**src/rtl/eth_pkt_fifo.sv**
```systemverilog
// eth_pkt_fifo: single-clock packet FIFO. Frames are written word by word and
// become visible to the reader only when their last word is accepted. A frame
// can be abandoned with drop_i. A frame that hits a full FIFO is discarded up to
// its last word, and overflow_o then pulses.
module eth_pkt_fifo #(
   parameter int unsigned SLOTS     = 16,
   parameter int unsigned WIDTH     = 32,
   parameter int unsigned AFULL_THR = 12
) (
   input  logic                   clk,
   input  logic                   rst,
   input  logic                   clear_i,
   input  logic                   write_i,
   input  logic [WIDTH-1:0]       data_i,
   input  logic                   last_i,
   input  logic                   drop_i,
   input  logic                   read_i,
   output logic [WIDTH-1:0]       data_o,
   output logic                   last_o,
   output logic                   empty_o,
   output logic                   full_o,
   output logic                   afull_o,
   output logic [$clog2(SLOTS):0] ocup_o,
   output logic [$clog2(SLOTS):0] free_o,
   output logic [$clog2(SLOTS):0] pkt_cnt_o,
   output logic                   overflow_o,
   output logic                   error_o
);

   localparam int unsigned   AW       = $clog2(SLOTS);
   localparam int unsigned   PW       = AW + 1;
   localparam logic [PW-1:0] SLOTS_V  = PW'(SLOTS);
   // free_o never exceeds SLOTS, so a threshold at or above it means always almost-full
   localparam bit            THR_ALL  = (AFULL_THR >= SLOTS);
   localparam logic [PW-1:0] THR_V    = THR_ALL ? SLOTS_V : PW'(AFULL_THR);

   typedef enum logic [1:0] {
      WR_IDLE,
      WR_FRAME,
      WR_DISCARD
   } wr_state_t;

   logic [WIDTH:0]  mem [SLOTS];

   wr_state_t       state, state_n;
   logic [PW-1:0]   wr_ptr, wr_ptr_n;
   logic [PW-1:0]   commit_ptr, commit_n;
   logic [PW-1:0]   rd_ptr;
   logic [PW-1:0]   pkt_cnt;
   logic            overflow_q, ovf_n;

   logic            wr_en;
   logic            commit_inc;
   logic            pop;
   logic            pop_last;
   logic [WIDTH:0]  head;
   logic [PW-1:0]   ocup;

   // Occupancy flags, head-of-queue view and access-error detection
   always_comb begin
      ocup       = wr_ptr - rd_ptr;
      head       = mem[rd_ptr[AW-1:0]];
      empty_o    = (commit_ptr == rd_ptr);
      full_o     = (ocup == SLOTS_V);
      ocup_o     = ocup;
      free_o     = SLOTS_V - ocup;
      afull_o    = THR_ALL || (free_o <= THR_V);
      data_o     = empty_o ? '0 : head[WIDTH-1:0];
      last_o     = empty_o ? 1'b0 : head[WIDTH];
      pkt_cnt_o  = pkt_cnt;
      overflow_o = overflow_q;
      error_o    = (read_i && empty_o) || (write_i && full_o);
      pop        = read_i && !empty_o;
      pop_last   = pop && head[WIDTH];
   end

   // Write-side FSM: accept, commit, drop or discard the frame being written
   always_comb begin
      state_n    = state;
      wr_ptr_n   = wr_ptr;
      commit_n   = commit_ptr;
      ovf_n      = 1'b0;
      wr_en      = 1'b0;
      commit_inc = 1'b0;
      unique case (state)
         WR_IDLE, WR_FRAME: begin
            if (drop_i) begin
               wr_ptr_n = commit_ptr;
               state_n  = WR_IDLE;
            end else if (write_i && full_o) begin
               // the word is lost; rewind to the last committed boundary
               wr_ptr_n = commit_ptr;
               if (last_i) begin
                  ovf_n   = 1'b1;
                  state_n = WR_IDLE;
               end else begin
                  state_n = WR_DISCARD;
               end
            end else if (write_i) begin
               wr_en    = 1'b1;
               wr_ptr_n = wr_ptr + PW'(1);
               if (last_i) begin
                  commit_n   = wr_ptr + PW'(1);
                  commit_inc = 1'b1;
                  state_n    = WR_IDLE;
               end else begin
                  state_n = WR_FRAME;
               end
            end
         end
         WR_DISCARD: begin
            if (drop_i) begin
               state_n = WR_IDLE;
            end else if (write_i && last_i) begin
               ovf_n   = 1'b1;
               state_n = WR_IDLE;
            end
         end
         default: begin
            state_n = WR_IDLE;
         end
      endcase
   end

   // State, pointers, frame count and overflow pulse; clear_i overrides all traffic
   always_ff @(posedge clk or negedge rst) begin
      if (!rst) begin
         state      <= WR_IDLE;
         wr_ptr     <= '0;
         commit_ptr <= '0;
         rd_ptr     <= '0;
         pkt_cnt    <= '0;
         overflow_q <= 1'b0;
      end else if (clear_i) begin
         state      <= WR_IDLE;
         wr_ptr     <= '0;
         commit_ptr <= '0;
         rd_ptr     <= '0;
         pkt_cnt    <= '0;
         overflow_q <= 1'b0;
      end else begin
         state      <= state_n;
         wr_ptr     <= wr_ptr_n;
         commit_ptr <= commit_n;
         overflow_q <= ovf_n;
         if (pop) begin
            rd_ptr <= rd_ptr + PW'(1);
         end
         // a commit and a last-word pop in the same cycle cancel out
         unique case ({commit_inc, pop_last})
            2'b10:   pkt_cnt <= pkt_cnt + PW'(1);
            2'b01:   pkt_cnt <= pkt_cnt - PW'(1);
            default: pkt_cnt <= pkt_cnt;
         endcase
      end
   end

   // Storage array, written only on accepted words and never reset
   always_ff @(posedge clk) begin
      if (wr_en && !clear_i) begin
         mem[wr_ptr[AW-1:0]] <= {last_i, data_i};
      end
   end

endmodule

```
**config.mk**
```make
export PLATFORM = sky130hd
export DESIGN_NAME = eth_pkt_fifo
export DESIGN_NICKNAME = d
export VERILOG_FILES = /design/src/rtl/eth_pkt_fifo.sv
export SDC_FILE = /design/constraint.sdc
export NUM_CORES = 1
export LEC_CHECK = 0
export ABC_CLOCK_PERIOD_IN_PS = 6420
export CORE_MARGIN = 5
export CORE_UTILIZATION = 28
export DETAILED_ROUTE_END_ITERATION = 16
export PLACE_DENSITY = 0.4
export SYNTH_ARGS = -nofsm -noshare
export SYNTH_HDL_FRONTEND = slang
export SYNTH_SLANG_ARGS = --single-unit
```
**constraint.sdc**
```tcl
create_clock -name clk -period 6.42 [get_ports clk]
set_input_delay 0.642 -clock clk [delete_from_list [all_inputs] [get_ports clk]]
set_output_delay 0.642 -clock clk [all_outputs]
set_load 0.03 [all_outputs]
```
After elaboration in Yosys (flattened, before gate mapping). Memories as Yosys holds them, arrays and structs flattened. Index checks and enable logic that the tools add are counted. Widths: inputs -> output; s select.

Output and inout bits: 53. Bits in registers: 23. Memories: 1. RAM bits: 528. Word-level logic and storage cells: 87.

Magnitude comparators: 1. Reduce and logical (&&, ||, !) cells: 20. Equality and inequality tests: 10. Multiplexer cells: 43. $add $sub $neg: 6.

Memories: mem (words 16, bits a word 33, rd ports 1, clocked after Yosys merged registers in 0, wr ports 1, RTL line 43) `logic [WIDTH:0] mem [SLOTS];`.

Operator list (number): $mux 5 (14); $mux 32 (1); $mux 1 (18); $add 5x1->5 const B (3); $mux 2 (7); $pmux 5 s2 (1); $reduce_bool 2->1 (4); $logic_and 1x1->1 (6); $eq 5x5->1 (1); $eq 5x5->1 const B (1); $le 5x4->1 const B (1); $ne 5x5->1 const B (1); $reduce_and 5->1 (1); $sub 5x1->5 const B (1); $sub 5x5->5 (1); $sub 5x5->5 const A (1); $eq 2x1->1 const B (2); $eq 2x2->1 const B (2); $ne 2x2->1 const B (2); $ne 4x4->1 const B (1); $pmux 2 s2 (1); $reduce_and 2->1 (2); $reduce_bool 4->1 (1); $reduce_bool 3->1 (1); 5 further kinds (6).

Logic depth before layout (Yosys ltp).
Depth after elaboration: 9. Depth in mapped cells: 19. Depth with buffers taken out: 16.

Worst setup path before layout. Ideal clock, no wire load.

Kind: register to register. Start point: register rd_ptr[1]. End point: memory mem[0][0] (netlist name), enable pin. Arrival: 5.824 ns. Path buffers: 4. Setup slack: 0.132 ns. Cell stages (with the launch flop): 15. Required time: 5.956 ns. Cell sequence: dfrtp_1 > buf_2 > clkbuf_1 > clkbuf_1 > inv_1 > ha_1 > a21o_1 > a21oi_1 > xnor2_1 > nor3b_1 > ha_1 > clkbuf_1 > nor3b_1 > nand2_1 > nor3_1.

Longest elaborated chain between the ends: 9.

RTL lines: start: declaration (RTL line 48) `logic [PW-1:0] rd_ptr;`; start signal: assignment (RTL line 147) `rd_ptr <= rd_ptr + PW'(1);`; $sub 5x5->5 (RTL line 61) `ocup = wr_ptr - rd_ptr;`; via ocup_o[3] (RTL line 23) `output logic [$clog2(SLOTS):0] ocup_o,`; $eq 5x5->1 (RTL line 64) `full_o = (ocup == SLOTS_V);`; via full_o (RTL line 21) `output logic full_o,`; $logic_and 1x1->1 (RTL line 90) `end else if (write_i && full_o) begin`; $mux 1 (RTL line 90); $mux 1 (RTL line 87) `if (drop_i) begin`; $mux 1 (RTL line 85) `unique case (state)`; $logic_and 1x1->1 (RTL line 160) `if (wr_en && !clear_i) begin`; $mux 1 (RTL line 160); $mux 1 (not written as such) (RTL line 161) `mem[wr_ptr[AW-1:0]] <= {last_i, data_i};`; end: declaration (RTL line 43).

The timed path passes the listed nets, and every way through them passes these cells.

Final worst setup path.
Start point: register rd_ptr[0]. End point: output data_o[27].

Longest elaborated chain between the ends: 2. Elaborated cells on any way between the ends: 3.

RTL lines: $mem_v2 16x33 or $eq 5x5->1 (tied branches); $mux 32 * (RTL line 68) `data_o = empty_o ? '0 : head[WIDTH-1:0];`; end: declaration (RTL line 18) `output logic [WIDTH-1:0] data_o,`.

Mark *: on every way between the ends. The rest lies on a longest branch, timed or not.

==> out/metrics.yaml <==
synthesis:
  yosysMostFrequentCell: "sky130_fd_sc_hd__edfxtp_1"
  syn-instance-count: 980
  synth-seq-area-share_pct: 75.7
  yosys.area.top_type_share_pct: 73.0
  synth_top_area_cell: "sky130_fd_sc_hd__edfxtp_1"
  yosys-top-cells-area: "sky130_fd_sc_hd__edfxtp_1 (73%), sky130_fd_sc_hd__mux4_2 (17%), sky130_fd_sc_hd__dfrtp_1 (2.7%), sky130_fd_sc_hd__nor2b_1 (1.1%), sky130_fd_sc_hd__ha_1 (0.75%)"
  synthFlopType: "sky130_fd_sc_hd__edfxtp_1"
  syn_area_mm2: 0.0217
  number_of_distinct_standard_cells_referenced_by_the_synthesized_netlist: 38
  synth_nets: 1033
  synth_common_cells: "sky130_fd_sc_hd__edfxtp_1 (528), sky130_fd_sc_hd__mux4_2 (164), sky130_fd_sc_hd__nor2b_1 (37)"
  asyncSetResetFlopFracSynth_pct: 4.17
  synth.ff_latch_count: 551
  synth-edff-count: 528
  synthesis.yosys.warnings: 0
  syn_avg_cell_area_um2: 22.2
sta:
  rsz0062_at_grt: "false"
  fin_worst_skew_ns: 0.0180
  slew-limit-headroom_pct: 32.4
  finalMaxSlewViolations: 0
  finalCritPeriodShare_pct: 71.2
  fmaxAchievable_ghz: 0.219
  fin_crit_ns: 4.57
  tightest_slew_ns: 1.01
  finish_stage_setup_viols: 0
  finalSetupTns_ns: 0
  report.final.hold_viol_count: 0
setup_path:
  startpoint_kind_of_the_worst_setup_timing_path: "register"
  setup.worst_path.end_class: "primary output"
  r2r_setup_slack_ns: 1.90
  ff2ff_path_depth: 9
  cp_data_required_time_ns: 5.78
  worst-endpoint-arrival_ns: 3.93
  cp_max_fo: 46
  worstSetupPathType: "register to primary output"
detailed_routing:
  vias_cell: 4.59
  vias: 10100
  drc: 0
  drt_iter0_markers: 651
  antenna_left: 0
  drt_wl_total_um: 53500
  drt-pass1-iter-count: 5
  detail_route.wl_per_cell_um: 24.2
floorplanning:
  rows: 102
  starting_density_pct: 28.1
  floorplan.core_area_mm2: 0.0772
  io_pins: 92
  die_w_um: 288
  die_area_mm2: 0.0832
  dieHeight_um: 288
placed_design:
  portBuffers: 91
  detailed_place_hpwl_um: 28600
  globalplace.congestion: 0.718
  detailed_place.area_mm2: 0.0241
job:
  max_cap_violations: 0
finish:
  post_route_cells_drive_above_1_share_pct: 26.1
  fin_area_mm2: 0.0262
  area_growth_from_synthesis_to_layout_pct: 20.4
  final.fill_count: 7274
  final_net_count: 1172
clocking:
  hold_buffers: 0
  cts_resized: 0
  max-clock-path-buffers: 3
  clkLatencyLatePin_ns: 0.58
  cts.sink_count: 551
  clock_tree.root_cell: "sky130_fd_sc_hd__clkbuf_16"
  cts_setup_buffers: 0
  h-tree-depth: 3
  cts_tree: "built"
  clk_pin_slew_ns: 0.06
  cts-buffers-inserted: 66
global_routing:
  grt-ovfl-total: 0
  antenna_found_initial: 3
  grt_max_degree: 137
  grt_pass1_vias: 11000
  groute.usage.overall_pct: 12.9
  grt_first_pass_wirelength_um: 78700
status:
  status: "complete, no violations"
power_and_ir_drop:
  pwr_density_cell_mw_per_mm2: 330
  total_leakage_power_nw: 8.04
  vdd_ir_drop_max_mv: 0.148
hold_path:
  min-delay-path-class: "input port to async pin"
==> worst paths after layout <==
kind | startpoint | end
max | rd_ptr[0] | data_o[27]
min | rst | rd_ptr[0]
max reg2reg | rd_ptr[0] | mem[6][2]
min reg2reg | state[0] | state[0]
max in group asynchronous | rst | rd_ptr[1]
min in group clk | state[0] | state[0]
==> per-layer routing <==
metal	global-route usage [%]	share of wire, %	vias up
met2	20.2	46	187
met5	0	0.050	-
met4	3.21	1.4	4
met1	18.7	48	5527
met3	2.62	4.5	62
li1	-	-	4365
==> worst max-delay path, stage by stage (launching register included) <==
cell	delay, ns
sky130_fd_sc_hd__dfrtp_4	0.57
sky130_fd_sc_hd__buf_4	0.82
sky130_fd_sc_hd__mux4_2	0.65
sky130_fd_sc_hd__mux4_2	0.50
sky130_fd_sc_hd__nor2b_1	0.16
sky130_fd_sc_hd__clkdlybuf4s50_1	0.61
==> kinds of logic after synthesis <==
| kind of cell | count (synthesis) | synth area share (%) |
|---|---|---|
| AND/OR/NAND/NOR | 121 | 2.93 |
| adder cells (fa/ha/maj) | 14 | 0.841 |
| AO/OA/AOI/OAI | 36 | 0.974 |
| XOR/XNOR | 19 | 0.801 |
| buffers and inverters | 63 | 1.20 |
| flip-flops | 551 | 75.7 |
| multiplexers | 176 | 17.6 |
==> registers in the layout, indices dropped and copies added, names as in the netlist <==
name        count
mem           528
commit_ptr      5
pkt_cnt_o       5
rd_ptr          5
wr_ptr          5
state           2
overflow_o      1
==> power by group <==
part           switching, mW  internal (mW)
Sequential            0.0205           3.97
Clock                   1.43           2.10
Combinational          0.597          0.505
Total                   2.05           6.57
==> per-stage QoR <==
step / util, % / instances / hold WS [ns] / setup slack (ns) / power [mW]
finish: 33.9 / 2208 / 0.441 / 1.85 / 8.62
global route: 33.9 / 2207 / 0.458 / 1.47 / 8.98
CTS: 33.9 / 2207 / 0.415 / 1.68 / 8.78
detailed placement: 31.2 / 2091 / 0.532 / 1.75 / 5.19
global placement: 31.2 / 2091 / 0.525 / 1.78 / 5.20
floorplan: - / 980 / 0.346 / 0.132 / 4.77
==> layout make-up <==
cell class              instances  area (um^2)  area share [%]
flip-flops and latches        551        16400            62.9
multi-input cells             366         5140            19.6
clock buffers                  84         1800            6.90
well taps                    1040         1300            4.98
repair buffers                121         1190            4.54
clock inverters                32          233           0.890
inverters                      13         50.0           0.191
diodes                          1         2.50         0.00957
==> cell usage in the layout (no fill, tap or decap), types with 2 or more instances in the layout <==
| cell type | count |
|---|---|
| sky130_fd_sc_hd__a21o_1 | 3 |
| sky130_fd_sc_hd__a21oi_1 | 12 |
| sky130_fd_sc_hd__a31oi_1 | 2 |
| sky130_fd_sc_hd__buf_12 | 4 |
| sky130_fd_sc_hd__buf_4 | 26 |
| sky130_fd_sc_hd__bufinv_16 | 3 |
| sky130_fd_sc_hd__clkbuf_1 | 14 |
| sky130_fd_sc_hd__clkbuf_16 | 70 |
| sky130_fd_sc_hd__clkdlybuf4s50_1 | 91 |
| sky130_fd_sc_hd__clkinv_1 | 15 |
| sky130_fd_sc_hd__clkinv_2 | 12 |
| sky130_fd_sc_hd__clkinvlp_4 | 2 |
| sky130_fd_sc_hd__dfrtp_1 | 20 |
| sky130_fd_sc_hd__dfrtp_4 | 2 |
| sky130_fd_sc_hd__edfxtp_1 | 528 |
| sky130_fd_sc_hd__ha_1 | 13 |
| sky130_fd_sc_hd__inv_1 | 12 |
| sky130_fd_sc_hd__mux2_1 | 3 |
| sky130_fd_sc_hd__mux2i_1 | 9 |
| sky130_fd_sc_hd__mux4_2 | 164 |
| sky130_fd_sc_hd__nand2_1 | 19 |
| sky130_fd_sc_hd__nand2b_1 | 3 |
| sky130_fd_sc_hd__nand3_1 | 5 |
| sky130_fd_sc_hd__nor2_1 | 19 |
| sky130_fd_sc_hd__nor2_4 | 12 |
| sky130_fd_sc_hd__nor2b_1 | 37 |
| sky130_fd_sc_hd__nor3_1 | 5 |
| sky130_fd_sc_hd__nor3_2 | 5 |
| sky130_fd_sc_hd__nor3b_1 | 4 |
| sky130_fd_sc_hd__nor4_1 | 3 |
| sky130_fd_sc_hd__o21ai_0 | 14 |
| sky130_fd_sc_hd__or3_1 | 5 |
| sky130_fd_sc_hd__xnor2_1 | 11 |
| sky130_fd_sc_hd__xor2_1 | 7 |
No activity file was read; power rests on OpenSTA's default activity.
